===== src/rtl/up_down_counter_param.sv =====
// rtl/up_down_counter_param.sv - parametrised up/down counter with load, runtime terminal value and wrap pulse
// Usable as an event/position counter or as a cascadable prescaler (wrap_pulse feeds the next stage's en).
module up_down_counter_param #(
    parameter int WIDTH     = 4,
    parameter int RESET_VAL = 0,
    parameter bit SATURATE  = 1'b0
) (
    input  logic             clk,
    input  logic             reset_n,
    input  logic             en,
    input  logic             up,
    input  logic             load,
    input  logic [WIDTH-1:0] load_val,
    input  logic [WIDTH-1:0] max_val,
    output logic [WIDTH-1:0] count,
    output logic             at_max,
    output logic             at_zero,
    output logic             wrap_pulse
);

    localparam logic [WIDTH-1:0] RST_COUNT = WIDTH'(RESET_VAL);
    localparam logic [WIDTH-1:0] ZERO      = '0;
    localparam logic [WIDTH-1:0] ONE       = WIDTH'(1);

    logic [WIDTH-1:0] count_nxt;
    logic             wrap_nxt;

    always_comb begin
        count_nxt = count;
        wrap_nxt  = 1'b0;
        if (load) begin
            count_nxt = (load_val > max_val) ? max_val : load_val;
        end else if (en) begin
            if (up) begin
                // count may sit above a freshly lowered max_val; >= catches that too
                if (count < max_val) begin
                    count_nxt = count + ONE;
                end else if (SATURATE) begin
                    count_nxt = max_val;
                end else begin
                    count_nxt = ZERO;
                    wrap_nxt  = 1'b1;
                end
            end else begin
                if (count != ZERO) begin
                    count_nxt = count - ONE;
                end else if (SATURATE) begin
                    count_nxt = ZERO;
                end else begin
                    count_nxt = max_val;
                    wrap_nxt  = 1'b1;
                end
            end
        end
    end

    always_ff @(posedge clk or negedge reset_n) begin
        if (!reset_n) begin
            count      <= RST_COUNT;
            wrap_pulse <= 1'b0;
        end else begin
            count      <= count_nxt;
            wrap_pulse <= wrap_nxt;
        end
    end

    assign at_max  = (count == max_val);
    assign at_zero = (count == ZERO);

endmodule


===== config.mk =====
export PLATFORM = sky130hd
export DESIGN_NAME = up_down_counter_param
export DESIGN_NICKNAME = d
export VERILOG_FILES = /design/src/rtl/up_down_counter_param.sv
export SDC_FILE = /design/constraint.sdc
export NUM_CORES = 1
export LEC_CHECK = 0
export ABC_AREA = 1
export BUFFER_PORTS_ARGS = -buffer_cell sky130_fd_sc_hd__buf_2
export CORE_MARGIN = 2
export CORE_UTILIZATION = 50
export CTS_CLUSTER_SIZE = 30
export DETAILED_ROUTE_END_ITERATION = 16
export GPL_ROUTABILITY_DRIVEN = 0
export PLACE_DENSITY = 0.76
export SYNTH_ARGS = -nofsm -noshare
export SYNTH_HDL_FRONTEND = slang
export SYNTH_SLANG_ARGS = --single-unit

===== constraint.sdc =====
create_clock -name clk -period 2.3 [get_ports clk]
set_input_delay 0.575 -clock clk [delete_from_list [all_inputs] [get_ports clk]]
set_output_delay 0.575 -clock clk [all_outputs]
set_load 0.03 [all_outputs]

# Word level (Yosys, flattened, before mapping)
# Index checks and enable logic that the tools add are counted.
[totals]
ff_bits = 5
inputBits = 13
word_cells = 21
[op_classes]
add_sub_neg = 2
order_cmp = 2
n_eq_ne = 1
n_mux = 11
reduce_logical = 3
[op_table]
columns = ["operator", "count"]
rows = [
  ["$mux W4", 6],
  ["$mux W1", 5],
  ["$add A4 B1 Y4 const B", 1],
  ["$eq A4 B4 Y1", 1],
  ["$gt A4 B4 Y1", 1],
  ["$logic_not A4 Y1", 1],
  ["$lt A4 B4 Y1", 1],
  ["$reduce_bool A4 Y1", 1],
  ["$sub A4 B1 Y4 const B", 1],
  ["$reduce_bool A2 Y1", 1],
]

# Depth between registers and ports, before layout
[logic_depth]
ltp_word = 5
ltp_mapped = 13

# Least setup slack after synthesis
# OpenSTA, ideal clock, no wires.
[synth_path]
path_kind = "in2out"
start = "input port max_val[3]"
end = "output port at_max"
arrival_ps = 1419
setup_slack_ps = 306
cell_stages = 4
cell_sequence = "inv_1 -> ha_1 -> nand2_1 -> nor2_1"
[synth_via]
elab_chain_len = 1
[synth_rtl]
columns = ["element", "line", "source"]
rows = [
  ["from (decl)", "14", "input logic [WIDTH-1:0] max_val,"],
  ["$eq A4 B4 Y1", "67", "assign at_max = (count == max_val);"],
  ["to (decl)", "16", "output logic at_max,"],
]
# No other way between the ends.

# Final worst setup path
[layout_path]
start = "register count[1]"
end = "output port at_zero"
[layout_via]
elab_chain_len = 1
[layout_rtl]
columns = ["element", "line", "source"]
rows = [
  ["from (decl)", "15", "output logic [WIDTH-1:0] count,"],
  ["from (signal assigned)", "62", "count <= count_nxt;"],
  ["$logic_not A4 Y1", "68", "assign at_zero = (count == ZERO);"],
  ["to (decl)", "17", "output logic at_zero,"],
]
# No other way between the ends.

==> reports/qor.csv <==
metric,value,unit
yosysWarningCount,0,
grt_max_degree,9,
portBuffers,19,
fin_skew,0.00404,ns
grt_pass1_vias,623,
postCtsHoldBufs,0,
drt-initial-drc-count,22,
cts_tree,done,
start_util,53.1,%
startpoint,count[1],
wirelength,1640,um
use_met3,6.52,%
tightest_slew,0.267,ns
synth_mux_area_share,0,%
r2r_end,count[0],
grt_pass1_wl,2500,um
async_reset_ff_share,100,%
place_area,792,um2
ys_seq_area_share,18.3,%
min_period,2.01,ns
grt_use_total,23.1,%
synth_top_family_by_area,simple AND/OR/NAND/NOR gates,
top_usage_layer,met2,
synthXorXnorAreaFrac,3.85,%
ios,20,
final_hold_viol_count,0,
grt_util_met1,28.6,%
ctsResizeCount,0,
hp-class,in2async,
yosysTopAreaCell,dfrtp_1,
viasPerCell,5.05,
synth-edff-count,0,
crit_fanout,6,
synth_fp_nets,135,
netlist_top_cells_area,"dfrtp_1, ha_1, nand2_1, nand3_1, inv_1",
final_core_util,63.7,%
synth_fa_ha_area_share,18.3,%
layout.nets,158,
fin_crit_sh,87.5,%
met2_usage,41.4,%
clock_latency,0.24,ns
ys.flop_type,dfrtp_1,
fillers,134,
timing.rr.start,count[2],
reg2reg_depth,10,
max_cap_viol_count,0,
hpwl,1360,um
grt-ovfl-total,0,
clock-sinks,5,
irDropWorstVdd,0.364,mV
cp-end-kind,output port,
finalSetupTns,0,ns
rows,13,
relSlewSlack,82.2,%
vias,753,
drt_pass1_iterations,4,
max_freq,497,MHz
status,completed,
wl_per_cell,11.0,um
netlist.area_leader.share,18.3,%
reg2reg_slack,0.73,ns
worstSetupPathType,reg2out,
antenna_found_initial,0,
drc,0,
worstPathArrival,1.44,ns
synth-seq-cells,5,
fin_area,818,um2
rsz0062_at_grt,no,
power,0.489,mW
cts_root_buffer,clkbuf_4,
post_cts_buffers,0,
area_delta_synth_final,20.0,%
postSynthCellCount,112,
synth_simple_gate_area_share,44.4,%
ant_nets,0,
cts-htree-levels,1,
netlist_area,682,um2
synth.most_common_cell,nand2_1,
critPathRequiredTime,1.73,ns
synth.distinct_cells,17,
cts_buffers,3,
final_layout_size_suffix_gt1_share,25.4,%
synth_compound_area_share,2.94,%
clk_path_buf_depth,2,
clk_pin_slew,0.04,ns
postSynthAreaPerCell,6.09,um2
setup_viol,0,
synth_commonest_cells,"nand2_1, nand3_1, inv_1",
dieArea,0.00168,mm2
p_per_area,597,mW/mm2
power.leakage,0.503,nW
drv_slew,0,
dieHeight,40.9,um
die_x,40.9,um
critPathLaunchType,register,
core_area,0.00128,mm2
diodes,0,
-- through the flow --
step | worst slack (ns) | instances | hold slack (ns)
after floorplan | 0.306 | 112 | 0.279
after global placement | 0.320 | 145 | 0.387
after detailed placement | 0.301 | 145 | 0.391
after CTS | 0.294 | 149 | 0.134
after global routing | 0.204 | 149 | 0.128
final | 0.287 | 149 | 0.140
-- cell type report --
| class | instances | area, um2 | share of cell area (%) |
|---|---|---|---|
| multi-input cells | 85 | 474 | 58.0 |
| clock buffers | 4 | 26.3 | 3.21 |
| inverters | 21 | 78.8 | 9.63 |
| repair buffers | 19 | 95.1 | 11.6 |
| flip-flops and latches | 5 | 125 | 15.3 |
| well taps | 15 | 18.8 | 2.29 |
-- sequential cells by signal, summed over array words and instances (netlist names) --
name,cells
count,4
wrap_pulse,1
-- layout by cell type (no fill, tap or decap), drive strengths merged --
cell    instances
buf            19
nand3          19
ha             10
and3            1
nand2          34
dfrtp           5
inv            21
xor2            3
nor2           12
nand4           1
clkbuf          4
o21ai           1
nor3            1
a21oi           3
-- critical path, stage by stage (launching register included) --
cell	delay [ns]
dfrtp_1	0.46
inv_1	0.11
ha_1	0.20
nand3_2	0.13
inv_2	0.10
buf_2	0.19
-- how the worst max path moves through the flow --
stage,end,depth (start not counted)
after floorplan,at_max,4
after global placement,at_max,6
after detailed placement,at_max,6
after CTS,at_zero,5
after global routing,at_max,6
final,at_zero,5
-- logic make-up after synthesis --
family,count (synthesis)
adders and majority gates,10
DFF,5
buffers and inverters,22
AOI/OAI and AO/OA,4
xor gates and xnor gates,3
and+or+nand+nor,68
-- layer usage --
| layer | routed length, um | up-vias |
|---|---|---|
| li1 | - | 399 |
| met2 | 789 | 22 |
| met3 | 78 | 0 |
| met1 | 775 | 332 |
| met5 | 0 | - |
| met4 | 0 | 0 |
-- power breakdown --
part | internal [mW] | leakage (nW) | switching, mW | total (mW)
clock | 0.0654 | 0.0150 | 0.0331 | 0.0985
sequential | 0.102 | 0.0608 | 0.0222 | 0.125
combinational | 0.0921 | 0.427 | 0.173 | 0.265
total | 0.260 | 0.503 | 0.229 | 0.489
No activity file was read; power rests on OpenSTA's default activity.
